### src/rtl/parking_pkg.sv
// Shared lane-state encodings and sensor-pair constants for the parking lane counter.
package parking_pkg;

    typedef enum logic [3:0] {
        IDLE     = 4'd0,
        A_IN     = 4'd1,
        AB_IN    = 4'd2,
        B_IN     = 4'd3,
        B_EX     = 4'd4,
        AB_EX    = 4'd5,
        A_EX     = 4'd6,
        WAIT_CLR = 4'd7
    } lane_state_t;

    // Sensor pair is always packed as {a, b}
    localparam logic [1:0] AB_NONE = 2'b00;
    localparam logic [1:0] AB_A    = 2'b10;
    localparam logic [1:0] AB_B    = 2'b01;
    localparam logic [1:0] AB_BOTH = 2'b11;

    function automatic logic is_double(input logic [1:0] cur, input logic [1:0] prev);
        return (cur ^ prev) == AB_BOTH;
    endfunction

endpackage

### src/rtl/lane_dir_fsm.sv
// One lane: 2-flop sync, optional debounce (PARKING_DEBOUNCE_EN), direction FSM; pulses 2 cycles after sync input.
// No backpressure: entry/exit/err are single-cycle registered pulses.
module lane_dir_fsm
    import parking_pkg::*;
#(
    parameter int DEB_CYCLES = 4
) (
    input  logic clk,
    input  logic reset,
    input  logic sens_a,
    input  logic sens_b,
    output logic entry,
    output logic exit,
    output logic err
);

    if (DEB_CYCLES < 2) begin : g_bad_deb
        $error("lane_dir_fsm: DEB_CYCLES must be >= 2");
    end

    logic [1:0]  meta;
    logic [1:0]  sync;
    logic [1:0]  ab;
    logic [1:0]  ab_prev;
    lane_state_t state_q;
    lane_state_t state_d;
    logic        entry_d;
    logic        exit_d;
    logic        err_d;

    always_ff @(posedge clk or negedge reset) begin
        if (!reset) begin
            meta <= 2'b00;
            sync <= 2'b00;
        end else begin
            meta <= {sens_a, sens_b};
            sync <= meta;
        end
    end

`ifdef PARKING_DEBOUNCE_EN
    localparam int CW = $clog2(DEB_CYCLES + 1);

    for (genvar i = 0; i < 2; i++) begin : g_deb
        logic [CW-1:0] cnt;
        logic          filt;

        // Counts consecutive cycles the input disagrees with the filtered value
        always_ff @(posedge clk or negedge reset) begin
            if (!reset) begin
                cnt  <= '0;
                filt <= 1'b0;
            end else if (sync[i] == filt) begin
                cnt  <= '0;
            end else if (cnt == CW'(DEB_CYCLES - 1)) begin
                filt <= sync[i];
                cnt  <= '0;
            end else begin
                cnt  <= cnt + 1'b1;
            end
        end

        assign ab[i] = filt;
    end
`else
    assign ab = sync;
`endif

    always_ff @(posedge clk or negedge reset) begin
        if (!reset) begin
            state_q <= IDLE;
            ab_prev <= AB_NONE;
            entry   <= 1'b0;
            exit    <= 1'b0;
            err     <= 1'b0;
        end else begin
            state_q <= state_d;
            ab_prev <= ab;
            entry   <= entry_d;
            exit    <= exit_d;
            err     <= err_d;
        end
    end

    always_comb begin
        state_d = state_q;
        entry_d = 1'b0;
        exit_d  = 1'b0;
        err_d   = 1'b0;
        // Both beams flipping in one sample means the pass order is unknowable
        if (state_q != WAIT_CLR && is_double(ab, ab_prev)) begin
            err_d   = 1'b1;
            state_d = (ab == AB_NONE) ? IDLE : WAIT_CLR;
        end else begin
            case (state_q)
                IDLE: begin
                    if (ab == AB_A)      state_d = A_IN;
                    else if (ab == AB_B) state_d = B_EX;
                    else if (ab == AB_BOTH) begin
                        state_d = WAIT_CLR;
                        err_d   = 1'b1;
                    end
                end
                A_IN: begin
                    if (ab == AB_NONE)      state_d = IDLE;
                    else if (ab == AB_BOTH) state_d = AB_IN;
                end
                AB_IN: begin
                    if (ab == AB_A)      state_d = A_IN;
                    else if (ab == AB_B) state_d = B_IN;
                end
                B_IN: begin
                    if (ab == AB_NONE) begin
                        state_d = IDLE;
                        entry_d = 1'b1;
                    end else if (ab == AB_BOTH) begin
                        state_d = AB_IN;
                    end
                end
                B_EX: begin
                    if (ab == AB_NONE)      state_d = IDLE;
                    else if (ab == AB_BOTH) state_d = AB_EX;
                end
                AB_EX: begin
                    if (ab == AB_B)      state_d = B_EX;
                    else if (ab == AB_A) state_d = A_EX;
                end
                A_EX: begin
                    if (ab == AB_NONE) begin
                        state_d = IDLE;
                        exit_d  = 1'b1;
                    end else if (ab == AB_BOTH) begin
                        state_d = AB_EX;
                    end
                end
                WAIT_CLR: begin
                    if (ab == AB_NONE) state_d = IDLE;
                end
                default: state_d = IDLE;
            endcase
        end
    end

endmodule

### src/rtl/parking_lane_counter.sv
// Multi-lane entry/exit counter with saturating occupancy; occupancy updates one cycle after lane pulses.
// No backpressure; debounce option via PARKING_DEBOUNCE_EN adds DEB_CYCLES of latency per lane.
module parking_lane_counter
    import parking_pkg::*;
#(
    parameter int N_LANES    = 2,
    parameter int CNT_W      = 8,
    parameter int CAPACITY   = 200,
    parameter int DEB_CYCLES = 4
) (
    input  logic               clk,
    input  logic               reset,
    input  logic [N_LANES-1:0] sens_a,
    input  logic [N_LANES-1:0] sens_b,
    input  logic               clr,
    output logic [N_LANES-1:0] entry_pulse,
    output logic [N_LANES-1:0] exit_pulse,
    output logic [N_LANES-1:0] seq_err,
    output logic [CNT_W-1:0]   occupancy,
    output logic [CNT_W-1:0]   total_in,
    output logic               full,
    output logic               empty,
    output logic               ovf_pulse,
    output logic               unf_pulse
);

    if (N_LANES < 1 || N_LANES > 8) begin : g_bad_lanes
        $error("parking_lane_counter: N_LANES must be 1..8");
    end
    if (CAPACITY < 1 || CAPACITY >= 2**CNT_W) begin : g_bad_cap
        $error("parking_lane_counter: CAPACITY must fit below 2**CNT_W");
    end

    localparam int SW = CNT_W + 2;
    localparam logic signed [SW-1:0] CAP_S = SW'(CAPACITY);

    for (genvar i = 0; i < N_LANES; i++) begin : g_lane
        lane_dir_fsm #(
            .DEB_CYCLES(DEB_CYCLES)
        ) u_lane (
            .clk   (clk),
            .reset (reset),
            .sens_a(sens_a[i]),
            .sens_b(sens_b[i]),
            .entry (entry_pulse[i]),
            .exit  (exit_pulse[i]),
            .err   (seq_err[i])
        );
    end

    logic [SW-1:0]        n_in;
    logic [SW-1:0]        n_out;
    logic signed [SW-1:0] sum;

    always_comb begin
        n_in  = '0;
        n_out = '0;
        for (int i = 0; i < N_LANES; i++) begin
            n_in  = n_in + SW'(entry_pulse[i]);
            n_out = n_out + SW'(exit_pulse[i]);
        end
        // Two guard bits keep both the overshoot and the undershoot representable
        sum = $signed({2'b00, occupancy}) + $signed(n_in) - $signed(n_out);
    end

    always_ff @(posedge clk or negedge reset) begin
        if (!reset) begin
            occupancy <= '0;
            total_in  <= '0;
            ovf_pulse <= 1'b0;
            unf_pulse <= 1'b0;
        end else if (clr) begin
            occupancy <= '0;
            total_in  <= '0;
            ovf_pulse <= 1'b0;
            unf_pulse <= 1'b0;
        end else begin
            ovf_pulse <= 1'b0;
            unf_pulse <= 1'b0;
            if (sum > CAP_S) begin
                occupancy <= CNT_W'(CAPACITY);
                ovf_pulse <= 1'b1;
            end else if (sum < 0) begin
                occupancy <= '0;
                unf_pulse <= 1'b1;
            end else begin
                occupancy <= sum[CNT_W-1:0];
            end
            total_in <= total_in + n_in[CNT_W-1:0];
        end
    end

    assign full  = (occupancy == CNT_W'(CAPACITY));
    assign empty = (occupancy == '0);

endmodule

### config.mk
export PLATFORM = sky130hd
export DESIGN_NAME = parking_lane_counter
export DESIGN_NICKNAME = d
export VERILOG_FILES = /design/src/rtl/parking_pkg.sv /design/src/rtl/lane_dir_fsm.sv /design/src/rtl/parking_lane_counter.sv
export SDC_FILE = /design/constraint.sdc
export NUM_CORES = 1
export LEC_CHECK = 0
export ABC_AREA = 1
export BUFFER_PORTS_ARGS = -buffer_cell sky130_fd_sc_hd__buf_2
export CORE_UTILIZATION = 58
export DETAILED_ROUTE_END_ITERATION = 8
export PLACE_DENSITY = 0.8
export SYNTH_ARGS = -nofsm -noshare
export SYNTH_HDL_FRONTEND = slang
export SYNTH_SLANG_ARGS = --single-unit
### constraint.sdc
create_clock -name clk -period 3.2 [get_ports clk]
set_clock_uncertainty 0.05 [all_clocks]
set_input_delay 0.48 -clock clk [delete_from_list [all_inputs] [get_ports clk]]
set_output_delay 0.48 -clock clk [all_outputs]
set_load 0.01 [all_outputs]
# [Word level (Yosys, flattened, before mapping)]
# Index checks and enable logic that the tools add are counted.
# Widths: inputs -> output; s select.
[word_totals] regBits=44 in_bits=7
[classes] addsub=5 magnitude_cmp=2 n_eq_ne=37 muxes=59 n_bitwise=2 n_reduce_logical=13
[ops] cell="$mux 4" count=26
[ops] cell="$pmux 4 s6" count=2
[ops] cell="$eq 4x3->1 const B" count=8
[ops] cell="$mux 8" count=4
[ops] cell="$ne 4x1->1 const B" count=8
[ops] cell="$mux 1" count=25
[ops] cell="$eq 4x2->1 const B" count=4
[ops] cell="$eq 2x2->1 const B" count=6
[ops] cell="$reduce_and 6->1" count=2
[ops] cell="$gt 10x9->1 const B" count=1
[ops] cell="$lt 10x1->1 const B" count=1
[ops] cell="$ne 5x1->1 const B" count=2
[ops] cell="$sub 9x2->10" count=1
[ops] cell="$add 8x2->9" count=1
[ops] cell="$add 8x2->8" count=1
[ops] cell="$eq 4x1->1 const B" count=2
[ops] cell="$eq 8x8->1 const B" count=1
[ops] cell="$logic_not 4->1" count=2
[ops] cell="$logic_not 8->1" count=1
[ops] cell="$ne 4x3->1 const B" count=2
[ops] cell="$reduce_or 2->1" count=4
[ops] cell="$mux 3" count=2
[ops] cell="$ne 3x1->1 const B" count=2
[ops] cell="$add 1x1->2" count=2
[ops] cell="other kinds (4)" count=8

# [Depth between registers and ports, before layout]
# Gate-level depths: netlist (run 1).
[depth] depth_word=7 mapped_depth=20

# [By module]
# Synthesis (run 1) repeated with hierarchy kept, for this count alone.
[hier_totals] hier_cells=369 hier_area_um2=2832.7
[by_module_without_submodules] mod="parking_lane_counter" n_inst=1 cells_per_inst=197 area_each_um2=1436.4 seq_area_each_um2=450.4
[by_module_without_submodules] mod="lane_dir_fsm (g_lane[0].u_lane)" n_inst=1 cells_per_inst=91 area_each_um2=719.4 seq_area_each_um2=300.3
[by_module_without_submodules] mod="lane_dir_fsm (g_lane[1].u_lane)" n_inst=1 cells_per_inst=81 area_each_um2=676.9 seq_area_each_um2=300.3

# [Worst setup path before layout (run 1)]
# No wires, ideal clock.
[synth_timing] kind="reg2reg" startpoint="register occupancy[0]" endpoint="register occupancy[3]" arrival_ns=2.768 setup_slack_ns=0.269 path_stages_with_launch=20 synth_period_minus_slack_ns=2.931 path_cell_list="dfrtp_1 fa_1 inv_1 fa_1 inv_1 ha_1 inv_1 fa_1 inv_1 nand2_1 nand2_1 nand3_1 nand3_1 nand2_1 clkinv_1 nand2_2 nand2_2 nand3_1 nand2_1 inv_1"
[synth_between] elab_chain_cells=6 elab_cells_between_ends=7
[synth_lines] item="from (decl)" line_no="parking_lane_counter.sv:19" source="output logic [CNT_W-1:0] occupancy,"
[synth_lines] item="from (signal assigned)" line_no="parking_lane_counter.sv:81" source="occupancy <= CNT_W'(CAPACITY);"
[synth_lines] item="from (signal assigned)" line_no="parking_lane_counter.sv:87" source="occupancy <= sum[CNT_W-1:0];"
[synth_lines] item="$add 8x2->9 (*)" line_no="parking_lane_counter.sv:63" source="sum = $signed({2'b00, occupancy}) + $signed(n_in) - $signed(n_out);"
[synth_lines] item="$sub 9x2->10 (*)" line_no="parking_lane_counter.sv:63"
[synth_lines] item="$lt 10x1->1" line_no="parking_lane_counter.sv:83" source="end else if (sum < 0) begin"
[synth_lines] item="$mux 8" line_no="parking_lane_counter.sv:83"
[synth_lines] item="$mux 8 (*)" line_no="parking_lane_counter.sv:80" source="if (sum > CAP_S) begin"
[synth_lines] item="$mux 8 (*)" line_no="parking_lane_counter.sv:72" source="end else if (clr) begin"
# Every way passes the cells marked *; elsewhere a longest branch is shown, timed or not.
# A chain may end at the register's enable or synchronous reset.

# [Worst setup path after layout (run 1)]
[layout_timing] startpoint="register g_lane[1].u_lane.exit" endpoint="register occupancy[4]"
[layout_between] elab_chain_cells=6 elab_cells_between_ends=7
[layout_lines] item="from (decl)" line_no="lane_dir_fsm.sv:13" source="output logic exit,"
[layout_lines] item="from (signal assigned)" line_no="lane_dir_fsm.sv:80" source="exit <= exit_d;"
[layout_lines] item="$add 1x1->2 (*)" line_no="parking_lane_counter.sv:60" source="n_out = n_out + SW'(exit_pulse[i]);"
[layout_lines] item="$sub 9x2->10 (*)" line_no="parking_lane_counter.sv:63"
[layout_lines] item="$lt 10x1->1" line_no="parking_lane_counter.sv:83"
[layout_lines] item="$mux 8" line_no="parking_lane_counter.sv:83"
[layout_lines] item="$mux 8 (*)" line_no="parking_lane_counter.sv:80"
[layout_lines] item="$mux 8 (*)" line_no="parking_lane_counter.sv:72"
# Marks and branches as above.

==> flow_metrics.py, run 1 <==
metrics = {
    "logic_synthesis": {
        "ys_ff_latch": 42,
        "synth_top_family_by_area": "simple AND/OR/NAND/NOR gates",
        "netlist.area_leader.share_pct": 38.4,
        "synth_simple_gate_area_share_pct": 26.9,
        "synth-warning-count": 0,
        "synth.area.mux_share_pct": 0,
        "synth_seq_area_share_pct": 38.4,
        "syn_inst": 337,
        "synthesis.area_um2": 2730,
        "synth_compound_area_share_pct": 6.91,
        "synth_xor_area_share_pct": 1.28,
        "post_synth.cell_area_avg_um2": 8.11,
        "synth_nets": 376,
        "synth_fa_ha_area_share_pct": 15.7,
        "synth_top_cells_by_area": "dfrtp_1 (38%), ha_1 (13%), nand2_1 (9.5%), inv_1 (8.0%), nand3_1 (5.9%)",
        "netlist-cell-type-count": 30,
        "synth_largest_area_cell": "dfrtp_1",
    },
    "worst_hold_path": {
        "hold_path_class": "in -> reg",
    },
    "worst_setup_path": {
        "arrival_ns": 3.15,
        "crit_required_ns": 3.34,
        "crit_type": "reg -> reg",
        "rrSetupSlack_ns": 0.18,
        "crit_fanout": 5,
        "endpoint_kind": "register",
        "startpoint_type": "register",
    },
    "final_layout": {
        "area_delta_synth_final_pct": 11.9,
        "n_fill_cell": 358,
        "final_common_cell": "nand2_1",
        "most-common-layout-cells": "nand2_1 (67), inv_1 (56), dfrtp_1 (42), buf_2 (32), nand3_1 (30)",
        "fin_area_um2": 3060,
        "final_nets": 411,
        "instances_no_fill": 425,
        "drive_above_1_share_pct": 22.0,
        "n_antenna_cell": 0,
    },
    "flow_run": {
        "cap_violations": 0,
    },
    "clock_tree": {
        "clock_latency_ns": 0.29,
        "clk_path_buf_depth": 2,
        "cts_max_level": 2,
        "postCtsHoldBufs": 0,
        "clk_pin_slew_worst_paths_ns": 0.07,
        "numCtsBuffers": 5,
        "cts.sink_count": 42,
        "cts_tree": "done",
        "cts_root_buf": "clkbuf_8",
    },
    "sta": {
        "setup_viol": 0,
        "finalWorstPathRequiredPeriod_ns": 3.02,
        "slew_viol_final": 0,
        "hold_viol": 0,
        "slew_headroom_pct": 42.7,
        "fin_setup_tns_ns": 0,
        "holdWs_ns": 0.244,
        "fmax_mhz": 331,
        "tightestPinTransition_ns": 0.859,
        "fin_crit_sh_pct": 94.3,
        "rsz0062_at_grt": "false",
    },
    "floorplan": {
        "rows": 24,
        "fp.coreArea_um2": 4440,
        "io_pins": 33,
        "initial_core_util_pct": 61.5,
        "chipHeight_um": 70.7,
        "dieArea_um2": 4990,
        "die_w_um": 70.7,
    },
    "global_route": {
        "grt_use_total_pct": 21.7,
        "antenna_found_initial": 0,
        "grt_pass1_vias": 2010,
        "grt_max_degree": 43,
        "grt_pass1_wl_um": 8490,
        "globalRouteOverflowTotal": 0,
    },
    "placement": {
        "place_congestion": 0.906,
        "hpwlAfterDp_um": 3820,
        "portBuffers": 32,
        "dpl.cell_count": 415,
        "place_area_um2": 2910,
    },
    "drt": {
        "wl_um": 4900,
        "routed_via_density": 5.08,
        "vias": 2158,
        "drt_first_pass_iters": 6,
        "drtIter0Drc": 80,
        "drtAntennaViolNets": 0,
        "wl_per_cell_um": 11.5,
        "drc": 2,
    },
    "status": {
        "status": "finished with violations",
        "violations": "design-rule violations",
    },
    "power": {
        "power.leakage_uw": 0.00172,
        "irDropWorstVdd_uv": 567,
        "total_power_uw": 2390,
        "powerDensity_nw_per_um2": 782,
    },
}
==> worst max-delay path, cell delays in order (launching register included) <==
cell	delay [ns]
dfrtp_1	0.38
inv_2	0.05
fa_1	0.52
inv_1	0.05
fa_1	0.42
inv_1	0.07
ha_2	0.16
inv_1	0.06
fa_2	0.40
inv_2	0.08
nand3_1	0.11
nand4_1	0.09
nand2_1	0.08
nor2_2	0.16
nand2_4	0.08
nand3_1	0.10
inv_1	0.04
==> final cells by class <==
type                       instances  area [um^2]  area share, %
tap                               52         65.1           2.13
clock buffer                       7         76.3           2.49
multi-input combinational        223         1420           46.2
timing repair buffer              34          175           5.72
sequential                        42         1050           34.3
inverter                          66          248           8.09
clock inverter                     1         30.0          0.981
==> power breakdown <==
group | switching, uW | total (uW) | internal (uW)
clock network | 165 | 398 | 233
registers | 102 | 725 | 624
logic | 807 | 1270 | 464
==> repair_timing <==
| item | 4_1_cts | 5_1_grt |
|---|---|---|
| gates resized for setup | 0 | 9 |
| buffers inserted | 0 | 2 |
| endpoints found under the setup margin | 0 | 7 |
==> cell usage after synthesis <==
master / number
a211oi_1: 1
a21oi_1: 11
a21oi_2: 1
a21oi_4: 1
buf_4: 6
clkinv_1: 1
dfrtp_1: 42
fa_1: 4
ha_1: 28
inv_1: 58
inv_2: 7
nand2_1: 69
nand2_2: 15
nand3_1: 32
nand3_2: 2
nand3b_1: 1
nand4_1: 1
nor2_1: 17
nor2_2: 5
nor3_1: 10
nor3_2: 2
nor3_4: 1
nor3b_1: 1
o2111ai_1: 1
o211ai_1: 2
o21a_1: 1
o21ai_0: 10
o21bai_1: 1
o22ai_1: 2
xnor2_1: 4
==> sequential cells by signal, indices dropped and copies added, names as in the netlist <==
name and flops:
g_lane.u_lane.state_q 6, occupancy 8, g_lane.u_lane.err 2, ovf_pulse 1, unf_pulse 1, g_lane.u_lane.ab_prev 4
g_lane.u_lane.exit 2, g_lane.u_lane.ab 4, total_in 8, g_lane.u_lane.meta 4, g_lane.u_lane.entry 2
==> routing by layer <==
metal	routed length, um	track usage [%]	vias up
li1	-	-	1121
met1	2240	28.3	972
met2	2400	36.0	58
met3	191	5.13	7
met4	68	6.89	0
met5	0	0	-
==> kinds of logic after synthesis <==
group,after synthesis
AND/OR/NAND/NOR,156
buffers and inverters,72
flip-flops,42
AO/OA/AOI/OAI,31
XOR/XNOR,4
adder cells (fa/ha/maj),32
==> stage by stage <==
stage,utilization [%],worst slack (ns)
6_report,68.9,0.182
5_1_grt,68.9,0.00282
4_1_cts,68.0,0.144
3_5_place_dp,65.6,0.153
3_3_place_gp,65.6,0.227
2_1_floorplan,-,0.269
==> final timing paths <==
kind                                                to                     start  depth (start not counted)
max                                       occupancy[4]     g_lane[1].u_lane.exit                         16
min                           g_lane[1].u_lane.meta[1]                 sens_a[1]                          1
max reg2reg                               occupancy[4]     g_lane[1].u_lane.exit                         16
min reg2reg                     g_lane[1].u_lane.ab[0]  g_lane[1].u_lane.meta[0]                          0
max in group asynchronous  g_lane[0].u_lane.state_q[0]                     reset                          1
min in group asynchronous     g_lane[0].u_lane.meta[0]                     reset                          1
Power figures use the tool's default switching activity.
==> run 2, diff against run 1 <==
--- a/config.mk
+++ b/config.mk
@@ -5,11 +5,13 @@
 export SDC_FILE = /design/constraint.sdc
 export NUM_CORES = 1
 export LEC_CHECK = 0
-export ABC_AREA = 1
+export ABC_AREA = 0
 export BUFFER_PORTS_ARGS = -buffer_cell sky130_fd_sc_hd__buf_2
 export CORE_UTILIZATION = 58
 export DETAILED_ROUTE_END_ITERATION = 8
 export PLACE_DENSITY = 0.8
+export SKIP_LAST_GASP = 1
 export SYNTH_ARGS = -nofsm -noshare
 export SYNTH_HDL_FRONTEND = slang
+export SYNTH_HIERARCHICAL = 1
 export SYNTH_SLANG_ARGS = --single-unit
==> flow_metrics.py, run 2 <==
metrics = {
    "clock_tree": {
        "cts_tree": "done",
        "clk_path_buf_depth": 2,
        "cts.sink_count": 42,
        "cts_max_level": 2,
        "cts_root_buf": "clkbuf_8",
        "clock_latency_ns": 0.30,
        "clk_pin_slew_worst_paths_ns": 0.09,
        "numCtsBuffers": 5,
    },
    "floorplan": {
        "rows": 24,
        "die_w_um": 69.9,
        "io_pins": 33,
        "initial_core_util_pct": 60.9,
        "dieArea_um2": 4880,
        "fp.coreArea_um2": 4380,
        "chipHeight_um": 69.9,
    },
    "sta": {
        "setup_viol": 9,
        "slew_viol_final": 0,
        "fin_ws_ns": -0.219,
        "fin_setup_tns_ns": -1.37,
        "hold_viol": 0,
        "tightestPinTransition_ns": 0.927,
        "fin_crit_sh_pct": 107,
        "slew_headroom_pct": 38.2,
        "fmax_mhz": 292,
        "rsz0062_at_grt": "true",
        "finalWorstPathRequiredPeriod_ns": 3.42,
        "holdWs_ns": 0.225,
    },
    "drt": {
        "vias": 2097,
        "drc": 0,
        "wl_um": 5620,
        "wl_per_cell_um": 15.6,
        "drtAntennaViolNets": 0,
        "drt_first_pass_iters": 5,
        "drtIter0Drc": 164,
        "routed_via_density": 5.81,
    },
    "worst_setup_path": {
        "crit_required_ns": 3.38,
        "startpoint_type": "register",
        "slowest_stage": "fa_1",
        "reg2reg_from": "g_lane[0].u_lane/exit",
        "path_cells": "inv_2 -> fa_1 -> inv_1 -> fa_1 -> inv_1 -> ha_2 -> inv_2 -> fa_2 -> nand2b_4 -> a21oi_4 -> a311oi_2 -> xor2_2 -> or3_4 -> a31oi_1",
        "reg2regPathDepth": 14,
        "r2r_end": "occupancy[3]",
        "path_buf_inv": 4,
        "crit_path_max_incr_delay_ns": 0.58,
        "endpoint_kind": "register",
        "crit_fanout": 3,
        "path_delay_family": "adder cells",
        "crit_type": "reg -> reg",
        "rrSetupSlack_ns": -0.22,
        "arrival_ns": 3.60,
    },
    "power": {
        "powerDensity_nw_per_um2": 884,
        "irDropWorstVdd_uv": 730,
        "power.leakage_uw": 0.00155,
    },
    "global_route": {
        "grt_pass1_vias": 1981,
        "grt_use_total_pct": 24.1,
        "globalRouteOverflowTotal": 0,
        "grt_max_degree": 43,
        "grt_pass1_wl_um": 9320,
        "antenna_found_initial": 0,
    },
    "status": {
        "status": "finished with violations",
        "violations": "negative setup slack",
    },
    "final_layout": {
        "top_regs": "occupancy x8, total_in x8, g_lane.u_lane/state_q x6",
        "final_common_cell": "dfrtp_1",
        "most-common-layout-cells": "dfrtp_1 (42), buf_2 (32), ha_1 (27), inv_1 (24), nor2_1 (19)",
        "seqCellArea_um2": 1050,
        "drive_above_1_share_pct": 27.5,
        "area_delta_synth_final_pct": 18.2,
        "multi_input_area_um2": 1580,
        "fin_area_um2": 3160,
        "final_util_pct": 72.0,
        "final_nets": 347,
        "n_antenna_cell": 0,
        "n_fill_cell": 313,
    },
    "logic_synthesis": {
        "ys_ff_latch": 42,
        "syn_inst": 264,
        "synth_nets": 303,
        "synth-warning-count": 6,
        "yosysMostFrequentCell": "dfrtp_1",
        "yosys-top-cells-count": "dfrtp_1 (42), ha_1 (28), inv_1 (26)",
        "synth_top_cells_by_area": "dfrtp_1 (39%), ha_1 (13%), inv_1 (3.7%), a21oi_1 (3.4%), fa_1 (3.0%)",
        "synth_largest_area_cell": "dfrtp_1",
        "synthesis.area_um2": 2670,
        "synthArstFlopShare_pct": 100,
        "netlist.area_leader.share_pct": 39.4,
        "post_synth.cell_area_avg_um2": 10.1,
        "synth_edf_count": 0,
        "netlist-cell-type-count": 59,
        "synthFlopType": "dfrtp_1",
        "synth_seq_area_share_pct": 39.4,
    },
    "placement": {
        "place_area_um2": 2940,
        "portBuffers": 32,
        "hpwlAfterDp_um": 3880,
        "place_congestion": 0.876,
    },
    "flow_run": {
        "cap_violations": 0,
    },
    "worst_hold_path": {
        "hold_path_class": "in -> reg",
        "hold_depth": 1,
        "min_from": "sens_a[0]",
        "hold_end": "g_lane[0].u_lane/meta[1]",
    },
}
## run 2: cell count changes in the layout (fill, tap and decap cells not counted), sizes merged, moves of 5 or more
cell / before / now
nor3b: 1 / 6
nor3: 13 / 8
inv: 65 / 30
nand2: 84 / 10
buf: 34 / 45
nand3: 34 / 4
a21oi: 13 / 18
xnor2: 4 / 9
xor2: 0 / 6
## run 2: worst reg2reg max path, stage by stage, from the launching register on
cell and delay (ns):
dfrtp_1 0.37, inv_2 0.05, fa_1 0.58, inv_1 0.06, fa_1 0.42, inv_1 0.06
ha_2 0.17, inv_2 0.04, fa_2 0.33, nand2b_4 0.17, a21oi_4 0.14, a311oi_2 0.13
xor2_2 0.20, or3_4 0.43, a31oi_1 0.14
## run 2: stage by stage
| step | std cells | total power [uW] | setup slack (ns) |
|---|---|---|---|
| final | 361 | 2790 | -0.219 |
| after global routing | 361 | 2970 | -0.326 |
| after CTS | 360 | 2580 | -0.131 |
| after detailed placement | 349 | 2100 | -0.159 |
| after global placement | 349 | 2060 | -0.0725 |
| after floorplan | 264 | 1760 | -0.131 |
## run 2: routing by layer
layer | share of wire, % | vias up | GRT usage (%)
li1 | - | 1010 | -
met1 | 47 | 1010 | 34.4
met2 | 48 | 70 | 39.1
met3 | 4.4 | 7 | 3.90
met4 | 0.78 | 0 | 5.33
met5 | 0 | - | 0
## run 2: worst max-delay path by stage
stage                     cells after the start  slack [ns]           end             startpoint
after CTS                                    14       -0.13  occupancy[1]  g_lane[0].u_lane/exit
after floorplan                              14       -0.13  occupancy[0]  g_lane[0].u_lane/exit
after global routing                         14       -0.33  occupancy[3]  g_lane[1].u_lane/exit
after global placement                       14       -0.07  occupancy[1]  g_lane[0].u_lane/exit
final                                        14       -0.22  occupancy[3]  g_lane[0].u_lane/exit
after detailed placement                     14       -0.16  occupancy[0]  g_lane[0].u_lane/exit
## run 2: power breakdown
| part | switching (uW) | leakage [uW] | internal (uW) |
|---|---|---|---|
| Sequential | 168 | 0.000536 | 629 |
| Clock | 210 | 0.0000506 | 163 |
| Combinational | 876 | 0.000959 | 744 |
## run 2: repair_timing
action | 4_1_cts | 5_1_grt
setup buffers | 4 | 1
pin swaps | 9 | 4
hold buffers | 0 | 0
endpoints found under the setup margin | 8 | 9
gates resized for setup | 7 | 11
## run 2: cell type report
cell class	count	area share [%]
tap	52	2.06
sequential	42	33.3
inverter	28	3.33
clock inverter	3	0.912
timing repair buffer	45	8.28
clock buffer	5	2.18
multi-input combinational	186	49.9
## run 2: cell families after synthesis
| group | Yosys count | share of synthesized area (%) |
|---|---|---|
| buffers and inverters | 36 | 5.62 |
| and+or+nand+nor | 75 | 15.5 |
| adders and majority gates | 32 | 16.1 |
| muxes | 4 | 1.73 |
| xor gates and xnor gates | 15 | 5.20 |
| AOI/OAI and AO/OA | 60 | 16.4 |
| DFF | 42 | 39.4 |
